[config.mk]
export PLATFORM = sky130hd
export DESIGN_NAME = ifu_flat
export DESIGN_NICKNAME = d
export VERILOG_FILES = /design/src/rtl/ifu_if.sv /design/src/rtl/ifu.sv /design/src/flat_wrapper.sv
export SDC_FILE = /design/constraint.sdc
export NUM_CORES = 1
export LEC_CHECK = 0
export BUFFER_PORTS_ARGS = -buffer_cell sky130_fd_sc_hd__buf_2
export CORE_UTILIZATION = 41
export DETAILED_ROUTE_END_ITERATION = 8
export PLACE_DENSITY = 0.87
export SETUP_SLACK_MARGIN = 0.05
export SKIP_LAST_GASP = 1
export SYNTH_ARGS = -nofsm -noshare
export SYNTH_HDL_FRONTEND = slang
export SYNTH_SLANG_ARGS = --single-unit
[constraint.sdc]
create_clock -name clk_i -period 2.2 [get_ports clk_i]
set_clock_uncertainty 0.15 [all_clocks]
set_input_delay 0.11 -clock clk_i [delete_from_list [all_inputs] [get_ports clk_i]]
set_output_delay 0.11 -clock clk_i [all_outputs]
set_load 0.005 [all_outputs]
[src/rtl/ifu_if.sv]
// Fetch-side bus bundle: AR/R read channel toward memory and the
// instruction valid/ready channel toward the decoder.
interface ifu_if #(
    parameter int PC_W   = 32,
    parameter int INST_W = 32
);
    logic [PC_W-1:0]   araddr_o;
    logic              arvalid_o;
    logic              arready_i;
    logic [INST_W-1:0] rdata_i;
    logic [1:0]        rresp_i;
    logic              rvalid_i;
    logic              rready_o;
    logic [INST_W-1:0] inst_o;
    logic [PC_W-1:0]   inst_pc_o;
    logic [1:0]        inst_fault_o;
    logic              inst_valid_o;
    logic              inst_ready_i;

    modport master (
        output araddr_o, arvalid_o, rready_o,
        output inst_o, inst_pc_o, inst_fault_o, inst_valid_o,
        input  arready_i, rdata_i, rresp_i, rvalid_i, inst_ready_i
    );

    modport slave (
        input  araddr_o, arvalid_o, rready_o,
        input  inst_o, inst_pc_o, inst_fault_o, inst_valid_o,
        output arready_i, rdata_i, rresp_i, rvalid_i, inst_ready_i
    );
endinterface

[src/rtl/ifu.sv]
// Instruction fetch unit: one outstanding AR/R read per committed PC,
// result handed to the decoder with a fault code.
module ifu #(
    parameter int PC_W    = 32,
    parameter int INST_W  = 32,
    parameter int TIMEOUT = 255
) (
    input  logic            clk_i,
    input  logic            rst_i,
    input  logic [PC_W-1:0] pc_i,
    input  logic            wb_en_i,
    ifu_if.master           bus
);

    typedef enum logic [1:0] {IDLE, AR, R, OUT} state_e;
    typedef enum logic [1:0] {
        F_OK       = 2'b00,
        F_MISALIGN = 2'b01,
        F_BUS      = 2'b10,
        F_TIMEOUT  = 2'b11
    } fault_e;

    localparam bit         TIMER_EN   = (TIMEOUT != 0);
    localparam logic [7:0] TIMER_LAST = 8'(TIMEOUT - 1);

    state_e            state_q, state_d;
    fault_e            fault_q, fault_d;
    logic              pend_q, pend_d;
    logic [PC_W-1:0]   addr_q, addr_d;
    logic [INST_W-1:0] inst_q, inst_d;
    logic [7:0]        timer_q, timer_d;
    logic              arvalid_q, rready_q, valid_q;
    logic              expired;

    // >= rather than == so an AR handshake on the last allowed cycle still times out in R.
    assign expired = TIMER_EN && (timer_q >= TIMER_LAST);

    always_comb begin
        // NOTE: every signal gets a default first so no path through the case infers a latch.
        state_d = state_q;
        pend_d  = pend_q | wb_en_i;
        addr_d  = addr_q;
        inst_d  = inst_q;
        fault_d = fault_q;
        timer_d = timer_q;
        unique case (state_q)
            IDLE: begin
                if (pend_q) begin
                    // A strobe in this very cycle keeps pend set: pc_i moves next cycle.
                    pend_d = wb_en_i;
                    addr_d = pc_i;
                    inst_d = '0;
                    if (pc_i[1:0] != 2'b00) begin
                        fault_d = F_MISALIGN;
                        state_d = OUT;
                    end else begin
                        fault_d = F_OK;
                        timer_d = '0;
                        state_d = AR;
                    end
                end
            end
            AR: begin
                timer_d = timer_q + 8'd1;
                if (bus.arready_i) begin
                    state_d = R;
                end else if (expired) begin
                    inst_d  = '0;
                    fault_d = F_TIMEOUT;
                    state_d = OUT;
                end
            end
            R: begin
                timer_d = timer_q + 8'd1;
                if (bus.rvalid_i) begin
                    inst_d  = bus.rdata_i;
                    fault_d = (bus.rresp_i == 2'b00) ? F_OK : F_BUS;
                    state_d = OUT;
                end else if (expired) begin
                    inst_d  = '0;
                    fault_d = F_TIMEOUT;
                    state_d = OUT;
                end
            end
            OUT: begin
                if (bus.inst_ready_i) state_d = IDLE;
            end
            default: state_d = IDLE;
        endcase
    end

    // NOTE: sequential state uses non-blocking assignments so every register samples pre-edge values.
    always_ff @(posedge clk_i or negedge rst_i) begin
        if (!rst_i) begin
            state_q   <= IDLE;
            pend_q    <= 1'b1;
            addr_q    <= '0;
            inst_q    <= '0;
            fault_q   <= F_OK;
            timer_q   <= '0;
            arvalid_q <= 1'b0;
            rready_q  <= 1'b0;
            valid_q   <= 1'b0;
        end else begin
            state_q   <= state_d;
            pend_q    <= pend_d;
            addr_q    <= addr_d;
            inst_q    <= inst_d;
            fault_q   <= fault_d;
            timer_q   <= timer_d;
            arvalid_q <= (state_d == AR);
            rready_q  <= (state_d == R);
            valid_q   <= (state_d == OUT);
        end
    end

    assign bus.araddr_o     = addr_q;
    assign bus.arvalid_o    = arvalid_q;
    assign bus.rready_o     = rready_q;
    assign bus.inst_o       = inst_q;
    assign bus.inst_pc_o    = addr_q;
    assign bus.inst_fault_o = fault_q;
    assign bus.inst_valid_o = valid_q;

endmodule

[src/flat_wrapper.sv]
// flat-port wrapper written by rule: the top's interface ports become plain ports
module ifu_flat 
#(
    parameter int PC_W    = 32,
    parameter int INST_W  = 32,
    parameter int TIMEOUT = 255
)
  (clk_i, rst_i, pc_i, wb_en_i, bus_araddr_o, bus_arvalid_o, bus_rready_o, bus_inst_o, bus_inst_pc_o, bus_inst_fault_o, bus_inst_valid_o, bus_arready_i, bus_rdata_i, bus_rresp_i, bus_rvalid_i, bus_inst_ready_i);
  ifu_if #(.PC_W(PC_W), .INST_W(INST_W)) bus_i ();
  input  logic clk_i;
  input  logic rst_i;
  input  logic [PC_W-1:0] pc_i;
  input  logic wb_en_i;
  output wire logic [$bits(bus_i.araddr_o)-1:0] bus_araddr_o;
  output wire logic [$bits(bus_i.arvalid_o)-1:0] bus_arvalid_o;
  output wire logic [$bits(bus_i.rready_o)-1:0] bus_rready_o;
  output wire logic [$bits(bus_i.inst_o)-1:0] bus_inst_o;
  output wire logic [$bits(bus_i.inst_pc_o)-1:0] bus_inst_pc_o;
  output wire logic [$bits(bus_i.inst_fault_o)-1:0] bus_inst_fault_o;
  output wire logic [$bits(bus_i.inst_valid_o)-1:0] bus_inst_valid_o;
  input wire logic [$bits(bus_i.arready_i)-1:0] bus_arready_i;
  input wire logic [$bits(bus_i.rdata_i)-1:0] bus_rdata_i;
  input wire logic [$bits(bus_i.rresp_i)-1:0] bus_rresp_i;
  input wire logic [$bits(bus_i.rvalid_i)-1:0] bus_rvalid_i;
  input wire logic [$bits(bus_i.inst_ready_i)-1:0] bus_inst_ready_i;
  assign bus_araddr_o = bus_i.araddr_o;
  assign bus_arvalid_o = bus_i.arvalid_o;
  assign bus_rready_o = bus_i.rready_o;
  assign bus_inst_o = bus_i.inst_o;
  assign bus_inst_pc_o = bus_i.inst_pc_o;
  assign bus_inst_fault_o = bus_i.inst_fault_o;
  assign bus_inst_valid_o = bus_i.inst_valid_o;
  assign bus_i.arready_i = bus_arready_i;
  assign bus_i.rdata_i = bus_rdata_i;
  assign bus_i.rresp_i = bus_rresp_i;
  assign bus_i.rvalid_i = bus_rvalid_i;
  assign bus_i.inst_ready_i = bus_inst_ready_i;
  ifu #(.PC_W(PC_W), .INST_W(INST_W), .TIMEOUT(TIMEOUT)) u_core (.clk_i(clk_i), .rst_i(rst_i), .pc_i(pc_i), .wb_en_i(wb_en_i), .bus(bus_i));
endmodule
==> results of run 1 <==
[layout make-up]
class | count | area [um^2]
clock buffer | 10 | 138
inverter | 9 | 33.8
fill | 613 | 3020
tap | 105 | 131
clock inverter | 6 | 73.8
multi-input combinational | 142 | 1150
sequential | 80 | 2000
timing repair buffer | 245 | 1620
[registers in the layout (all words and copies together), names as in the netlist]
signal and count:
u_core.bus.araddr_o 32, u_core.bus.arvalid_o 1, u_core.bus.inst_fault_o 2, u_core.bus.inst_o 32
u_core.bus.inst_valid_o 1, u_core.bus.rready_o 1, u_core.pend_q 1, u_core.state_q 2
u_core.timer_q 8
[power groups by stage]
| stage | logic [W] | clock network, W | registers, W |
|---|---|---|---|
| global placement | 0.00269 | 0 | 0.00243 |
| floorplan | 0.00185 | 0 | 0.00248 |
| finish | 0.00292 | 0.00112 | 0.00246 |
| detailed placement | 0.00277 | 0 | 0.00246 |
| global route | 0.00322 | 0.00123 | 0.00253 |
| CTS | 0.00286 | 0.00116 | 0.00244 |
[layout by cell type, fill, tap and decap left out, drive strengths merged, types with 10 or more instances in the layout]
cell / n
buf: 177
dfrtp: 79
dlygate4sd3: 68
a22o: 33
mux2: 32
inv: 12
o21ai: 11
nor2: 10
clkbuf: 10
[stage by stage]
stage / total power [W] / hold WS (ns) / utilization [%]
finish: 0.00650 / 0.0705 / 63.0
global route: 0.00698 / 0.0970 / 63.0
CTS: 0.00646 / 0.0500 / 62.9
detailed placement: 0.00522 / -0.0379 / 52.0
global placement: 0.00512 / -0.0491 / 52.0
floorplan: 0.00433 / -0.336 / -
[what timing repair did]
action	CTS	global route
endpoints found under the setup margin	0	35
hold buffers	68	0
resized for setup	0	5
hold endpoints to repair	137	0
[path summary, 6_finish.rpt]
path                                               startpoint  cells past startpoint                                  end  slack [ns]
worst max-delay path                  u_core.pend_q$_DFF_PN1_                      4        u_core.timer_q[3]$_DFFE_PN0P_        0.12
worst min-delay path                             bus_rvalid_i                      4          u_core.state_q[0]$_DFF_PN0_        0.07
worst max register to register        u_core.pend_q$_DFF_PN1_                      4        u_core.timer_q[3]$_DFFE_PN0P_        0.12
worst min register to register  u_core.timer_q[7]$_DFFE_PN0P_                      1        u_core.timer_q[7]$_DFFE_PN0P_        0.36
max in group asynchronous                               rst_i                      3              u_core.pend_q$_DFF_PN1_        1.15
min in group asynchronous                               rst_i                      2  u_core.bus.araddr_o[13]$_DFFE_PN0P_        0.13
[kinds of logic after synthesis]
group,synth area share (%)
and+or+nand+nor,5.47
muxes,10.4
AOI/OAI and AO/OA,14.5
buffers and inverters,9.02
adders and majority gates,2.54
DFF,58.0
[metal layers]
layer  vias up  global-route usage [%]  routed length [um]  share of wire, %
met4         0                    8.59                 190               2.1
met2       141                    36.7                4650                51
met5         -                       0                   0                 0
met1      1371                    23.1                3620                40
met3        19                    4.29                 580               6.4
li1       1377                       -                   -                 -
[tightest hold or removal path: stages]
cell and delay [ns]:
sky130_fd_sc_hd__buf_2 0.10, sky130_fd_sc_hd__and2_1 0.14, sky130_fd_sc_hd__o41ai_1 0.09, sky130_fd_sc_hd__inv_1 0.08
==> results_dict.tcl, run 1 <==
set metrics [dict create \
    detail_route.drc_violations 0 \
    critical_path.startpoint_type "register" \
    finalWirelength_um 9040 \
    timing.final.crit_share_pct 94.5 \
    postCtsSetupRepairBufs 0 \
    synth_top_flop_cell "sky130_fd_sc_hd__dfrtp_1" \
    slew_headroom_pct 65.9 \
    ys_top_cells_by_area "sky130_fd_sc_hd__dfrtp_1 57%, sky130_fd_sc_hd__mux2_2 10%, sky130_fd_sc_hd__a22o_1 8.4%" \
    yosys.area.top_type "sky130_fd_sc_hd__dfrtp_1" \
    route.detailed.vias_per_inst 4.87 \
    num_antenna_cells 0 \
    post_synth_most_frequent_cells "79 x sky130_fd_sc_hd__dfrtp_1, 33 x sky130_fd_sc_hd__a22o_1, 32 x sky130_fd_sc_hd__buf_4, 32 x sky130_fd_sc_hd__mux2_2" \
    rows 33 \
    share_of_the_synthesized_area_in_the_top_cell_type_pct 57.2 \
    timing_worst_setup_path_type "register to register" \
    grt_pass1_wl_um 13500 \
    finalWeightedCongestion 0.846 \
    setup_ws_ns 0.121 \
    power-per-cell-area_nw_per_um2 1260 \
    io_pins 173 \
    seq_area_frac_synth_pct 58.0 \
    p_leak_nw 2.65 \
    drive_gt1_share_pct 47.2 \
    hold_violations 0 \
    critical-path-top-delay-family "simple AND/OR/NAND/NOR gates" \
    timing.critical_path.to_type "register" \
    stdcell_count 597 \
    crit_path_cell_trace "or3b_1 -> a21o_1 -> or4_1 -> nand3_1" \
    grt_pass1_vias 2811 \
    fin_area_um2 5150 \
    setup_viol_count_final 0 \
    combPwrFrac_pct 44.9 \
    cts_sinks 80 \
    tritoncts "done" \
    cts_htree_levels 3 \
    critical_path_arrival_ns 2.21 \
    grt_overflow_total 0 \
    avgRoutedWirePerCell_um 15.1 \
    crit_path_max_incr_delay_ns 0.58 \
    status "finished clean" \
    placed_cell_area_um2 4250 \
    synth_fp_nets 352 \
    post_synth_num_cell_types 37 \
    design.final.nets 566 \
    max-cap-violations 0 \
    area_growth_pct 49.2 \
    antenna_found_initial 0 \
    drt_pre_antenna_iters 4 \
    crit_path_top_delay_cell "sky130_fd_sc_hd__dfstp_2" \
    worstPathRequired_ns 2.33 \
    synthArstFlopShare_pct 100 \
    post-place-ws_ns 0.144 \
    placed_cells_incl_taps 513 \
    first_iter_violations 98 \
    power.clock.fraction_pct 17.2 \
    timing.final.crit_period_ns 2.08 \
    cts_buffer_depth 2 \
    die_height_um 93.8 \
    start_util_pct 42.2 \
    clock_latency_ns 0.34 \
    syn-cell-area_um2 3450 \
    worst-path-max-fanout 9 \
    grt_start_max_net_pins 42 \
    global_route.usage.total_pct 20.3 \
    place.detailed.hpwl_um 5520 \
    power_switching_share_pct 36.5 \
    internal_power_component_w 0.00413 \
    synth_enable_flop_cells 0 \
    final_max_slew_viol_count 0 \
    post_synth_inst_count 273 \
    power_switching_w 0.00237 \
    vias 2908 \
    fp.dieArea_um2 8790 \
    tritoncts.num_buffers 9 \
    post-synth-top-count-cell "sky130_fd_sc_hd__dfrtp_1" \
    fp.dieW_um 93.8 \
    tightest_slew_ns 0.512 \
    sequentialPowerShare_pct 37.9 \
    path_buf_inv 0 \
    maxClockFrequency_mhz 481 \
    clock-root-buffer "sky130_fd_sc_hd__clkbuf_8" \
    clock_transition_at_the_registers_of_the_reported_paths_ns 0.09 \
    ir_drop_v 0.000574 \
    min-delay-path-class "input port to register" \
    post_synth.cell_area_avg_um2 12.6 \
    floorplan.core_area_um2 8180 \
    postSynthRegisterBits 80 \
    timing.setup.tns_ns 0 \
    rsz0062_at_grt "true" \
    port_buffers 172 \
    yosys_warnings 0 \
    final_antenna_net_count 0 \
]
(Power assumes the default switching activity.)
==> inputs of run 2 (changes only) <==
==> constraint.sdc (replaced) <==
create_clock -name clk_i -period 2.2 [get_ports clk_i]
set_clock_uncertainty 0.15 [all_clocks]
set_input_delay 0.44 -clock clk_i [delete_from_list [all_inputs] [get_ports clk_i]]
set_output_delay 0.44 -clock clk_i [all_outputs]
set_load 0.005 [all_outputs]
==> run 2 against run 1 <==
Against the previous run:
- first-iteration DRC count is 6.1% lower
- register-to-register slack improved by 0.02 ns
- worst setup slack gained 0.015 ns
- sequential share of layout area increased by 5.8 points
- design area is 13% lower
- global-route usage down 3.1 points
- fmax increased by 0.74%
- non-clock buffer count decreased by 66
- flip-flop and latch count is the same
- largest power group unchanged
- highest routed layer unchanged
==> results_dict.tcl, run 2 (same netlist as run 1, synthesis figures left out) <==
set metrics [dict create \
    setup_viol_count_final 0 \
    first_iter_violations 92 \
    rsz0062_at_grt "true" \
    die_height_um 93.8 \
    port_buffers 172 \
    grt_pass1_wl_um 11600 \
    fp.dieW_um 93.8 \
    timing.reg2reg.worst_path_depth 7 \
    timing.final.crit_period_ns 2.06 \
    avgRoutedWirePerCell_um 14.0 \
    grt_overflow_total 0 \
    finalWeightedCongestion 0.843 \
    timing_worst_setup_path_type "register to register" \
    antenna_found_initial 0 \
    fp.dieArea_um2 8790 \
    final_common_cell "sky130_fd_sc_hd__buf_2" \
    cts_htree_levels 3 \
    clock_transition_at_the_registers_of_the_reported_paths_ns 0.08 \
    clock_latency_ns 0.33 \
    critical_path.startpoint_type "register" \
    vias 2664 \
    place.detailed.hpwl_um 5610 \
    fillerInstances 708 \
    max-cap-violations 0 \
    post-place-ws_ns 0.170 \
    setup_ws_ns 0.136 \
    area_growth_pct 29.9 \
    timing.final.crit_share_pct 93.8 \
    worstPathRequired_ns 2.27 \
    floorplan.core_area_um2 8180 \
    power-per-cell-area_nw_per_um2 1420 \
    design.final.nets 500 \
    timing.critical_path.to_type "register" \
    cts_buffer_depth 2 \
    final_antenna_net_count 0 \
    status "finished clean" \
    slew_headroom_pct 67.0 \
    fin_worst_hold_slack_ns 0.140 \
    tritoncts.num_buffers 9 \
    p_leak_nw 2.38 \
    clock-root-buffer "sky130_fd_sc_hd__clkbuf_8" \
    ir_drop_v 0.000509 \
    min-delay-path-class "input port to register" \
    route.detailed.vias_per_inst 5.02 \
    drive_gt1_share_pct 54.2 \
    worst-path-max-fanout 32 \
    num_antenna_cells 0 \
    finalWirelength_um 7450 \
    critical_path_arrival_ns 2.13 \
    tritoncts "done" \
    maxClockFrequency_mhz 484 \
    postCtsSetupRepairBufs 0 \
    rows 33 \
    global_route.usage.total_pct 17.3 \
    grt_pass1_vias 2498 \
    cts_sinks 80 \
    tightest_slew_ns 0.489 \
    detail_route.drc_violations 0 \
    start_util_pct 42.2 \
    drt_pre_antenna_iters 4 \
    timing.setup.tns_ns 0 \
    io_pins 173 \
    hold_violations 0 \
    layout_common_cells "171 x sky130_fd_sc_hd__buf_2, 79 x sky130_fd_sc_hd__dfrtp_1, 33 x sky130_fd_sc_hd__a22o_1, 32 x sky130_fd_sc_hd__mux2_2" \
    grt_start_max_net_pins 43 \
    final_max_slew_viol_count 0 \
    min_delay_path_depth 2 \
]
-- run 2: worst max-delay path, cell delays in order (launching register included) --
cell and delay (ns):
sky130_fd_sc_hd__dfrtp_1 0.44, sky130_fd_sc_hd__inv_1 0.11, sky130_fd_sc_hd__ha_1 0.26, sky130_fd_sc_hd__nor2b_1 0.15, sky130_fd_sc_hd__o21ai_0 0.30, sky130_fd_sc_hd__o21ai_2 0.11, sky130_fd_sc_hd__buf_12 0.17, sky130_fd_sc_hd__a22o_1 0.24
-- run 2: path summary, 6_finish.rpt --
check	from	endpoint	slack [ns]
setup / recovery	u_core.state_q[0]$_DFF_PN0_	u_core.bus.inst_o[9]$_DFFE_PN0P_	0.14
hold / removal	wb_en_i	u_core.pend_q$_DFF_PN1_	0.14
setup reg to reg	u_core.state_q[0]$_DFF_PN0_	u_core.bus.inst_o[9]$_DFFE_PN0P_	0.14
hold reg to reg	u_core.timer_q[7]$_DFFE_PN0P_	u_core.timer_q[7]$_DFFE_PN0P_	0.34
max in group asynchronous	rst_i	u_core.pend_q$_DFF_PN1_	0.81
min in group asynchronous	rst_i	u_core.bus.araddr_o[13]$_DFFE_PN0P_	0.46
-- run 2: final cells by class --
| type | count | area (um^2) | share of cell area [%] |
|---|---|---|---|
| Sequential cell | 80 | 2000 | 44.7 |
| Multi-Input combinational cell | 142 | 1140 | 25.5 |
| Timing Repair Buffer | 179 | 968 | 21.6 |
| Clock buffer | 10 | 138 | 3.07 |
| Tap cell | 105 | 131 | 2.93 |
| Clock inverter | 6 | 67.6 | 1.51 |
| Inverter | 9 | 33.8 | 0.753 |
-- run 2: timing repair --
| action | 4_1_cts | 5_1_grt |
|---|---|---|
| hold buffers | 1 | 0 |
| hold endpoints to repair | 38 | 0 |
| endpoints found under the setup margin | 0 | 34 |
| resized for setup | 0 | 1 |
-- run 2: layer usage --
layer | GRT usage (%) | vias up | share of wire, %
li1 | - | 1243 | -
met2 | 29.7 | 140 | 50
met1 | 20.8 | 1271 | 41
met4 | 6.41 | 0 | 1.3
met5 | 0 | - | 0
met3 | 4.29 | 10 | 7.7
-- run 2: power by group --
group,total (W),internal [W],leakage (nW),switching (W)
registers,0.00244,0.00205,1.02,0.000395
clock network,0.00109,0.000559,0.0989,0.000527
logic,0.00282,0.00146,1.26,0.00136
total,0.00635,0.00407,2.38,0.00228
-- run 2: through the flow --
step	instance area, um^2	utilization (%)	instances	power [W]
after floorplan	3450	-	273	0.00433
after global placement	4270	52.2	514	0.00519
after detailed placement	4270	52.2	514	0.00532
after CTS	4480	54.9	531	0.00644
after global routing	4490	54.9	531	0.00689
final	4490	54.9	531	0.00635
==> inputs of run 3 (changes only) <==
PLACE_DENSITY = 0.82   (was 0.87)
==> run 3 against run 2 <==
Against the previous run:
- non-clock buffer count unchanged
- first-iteration DRC count increased by 11%
- total power increased by 1.3%
- core utilization increased by 0.35 points
- critical path depth decreased by 3
- register-to-register slack improved by 0.02 ns
- sequential share of layout area decreased by 0.28 points
- largest cell class unchanged
- largest power group unchanged
- highest routed layer unchanged
==> results_dict.tcl, run 3 (same netlist as run 1, synthesis figures left out) <==
set metrics [dict create \
    drt_pre_antenna_iters 4 \
    fp.dieW_um 93.8 \
    placed_cell_area_um2 4270 \
    slew_headroom_pct 74.4 \
    cts_sinks 80 \
    io_pins 173 \
    route.detailed.vias_per_inst 5.00 \
    clock_latency_ns 0.33 \
    postCtsSetupRepairBufs 0 \
    finalWirelength_um 7360 \
    max-cap-violations 0 \
    hold_violations 0 \
    critical-path-top-delay-family "simple AND/OR/NAND/NOR gates" \
    tightest_slew_ns 0.385 \
    crit_path_top_delay_cell "sky130_fd_sc_hd__dfstp_2" \
    status "finished clean" \
    timing.final.crit_share_pct 92.8 \
    cts_htree_levels 3 \
    timing_worst_setup_path_type "register to register" \
    min-delay-path-class "input port to register" \
    grt_pass1_wl_um 11400 \
    design.final.nets 500 \
    clock-root-buffer "sky130_fd_sc_hd__clkbuf_8" \
    place.detailed.hpwl_um 5620 \
    tritoncts "done" \
    clock_transition_at_the_registers_of_the_reported_paths_ns 0.08 \
    min_delay_path_depth 2 \
    timing.critical_path.to_type "register" \
    p_leak_nw 2.39 \
    stdcell_count 531 \
    port_buffers 172 \
    num_antenna_cells 0 \
    grt_overflow_total 0 \
    worstPathRequired_ns 2.32 \
    first_iter_violations 102 \
    critical_path.startpoint_type "register" \
    final_common_cell "sky130_fd_sc_hd__buf_2" \
    setup_viol_count_final 0 \
    vias 2655 \
    die_height_um 93.8 \
    power-per-cell-area_nw_per_um2 1420 \
    crit_path_max_incr_delay_ns 0.58 \
    final_antenna_net_count 0 \
    timing.reg2reg.worst_path_depth 4 \
    global_route.usage.total_pct 17.0 \
    path_buf_inv 0 \
    avgRoutedWirePerCell_um 13.9 \
    maxClockFrequency_mhz 490 \
    ir_drop_v 0.000520 \
    antenna_found_initial 0 \
    layout_common_cells "171 x sky130_fd_sc_hd__buf_2, 79 x sky130_fd_sc_hd__dfrtp_1, 33 x sky130_fd_sc_hd__a22o_1, 32 x sky130_fd_sc_hd__mux2_2, 10 x sky130_fd_sc_hd__nor2_1" \
    grt_pass1_vias 2426 \
    tritoncts.num_buffers 9 \
    finish.utilization_pct 55.2 \
    timing.setup.tns_ns 0 \
    placed_cells_incl_taps 514 \
    cts_buffer_depth 2 \
    grt_start_max_net_pins 43 \
    crit_cells 4 \
    critical_path_arrival_ns 2.17 \
    floorplan.core_area_um2 8180 \
    crit_path_cell_trace "or3b_1 -> a21o_1 -> or4_1 -> nand3_1" \
    post-place-ws_ns 0.119 \
    area_growth_pct 30.7 \
    timing.final.crit_period_ns 2.04 \
    worst-path-max-fanout 9 \
    rows 33 \
    fp.dieArea_um2 8790 \
    setup_ws_ns 0.157 \
    detail_route.drc_violations 0 \
    rsz0062_at_grt "true" \
    final_max_slew_viol_count 0 \
    start_util_pct 42.2 \
    fin_area_um2 4510 \
    drive_gt1_share_pct 54.5 \
    finalWeightedCongestion 0.873 \
]
## run 3: per-layer routing
layer / GRT usage [%] / share of wire [%]
met3: 4.69 / 8.8
met5: 0 / 0
met1: 19.9 / 41
met4: 7.18 / 1.8
met2: 29.3 / 48
## run 3: path summary, 6_finish.rpt
path                                                     from                           endpoint  slack [ns]
min in group asynchronous                               rst_i  u_core.bus.inst_o[21]$_DFFE_PN0P_        0.32
max in group asynchronous                               rst_i            u_core.pend_q$_DFF_PN1_        0.95
worst min register to register  u_core.timer_q[7]$_DFFE_PN0P_      u_core.timer_q[7]$_DFFE_PN0P_        0.35
worst max-delay path                  u_core.pend_q$_DFF_PN1_      u_core.timer_q[3]$_DFFE_PN0P_        0.16
worst min-delay path                                  wb_en_i            u_core.pend_q$_DFF_PN1_        0.15
worst max register to register        u_core.pend_q$_DFF_PN1_      u_core.timer_q[3]$_DFFE_PN0P_        0.16
## run 3: power by group
| group | switching (W) | leakage, nW | internal, W |
|---|---|---|---|
| registers | 0.000379 | 1.02 | 0.00205 |
| clock network | 0.000543 | 0.110 | 0.000651 |
| logic | 0.00135 | 1.26 | 0.00146 |
| total | 0.00228 | 2.39 | 0.00416 |
## run 3: metrics by stage
| step | hold WS, ns | total power, W |
|---|---|---|
| after CTS | 0.131 | 0.00652 |
| final | 0.150 | 0.00643 |
| after global placement | 0.138 | 0.00518 |
| after detailed placement | 0.142 | 0.00530 |
| after global routing | 0.129 | 0.00698 |
| after floorplan | -0.00559 | 0.00433 |
## run 3: final cells by class
type,instances,area (um^2)
multi-input cells,142,1150
clock inverters,7,103
inverters,9,33.8
fillers,720,3660
well taps,105,131
repair buffers,179,968
clock buffers,9,124
flip-flops and latches,80,2000
## run 3: repair_timing
action                     4_1_cts  5_1_grt
hold endpoints to repair         9        0
resized for setup                0        3
setup endpoints to repair        0       37
hold buffers                     1        0
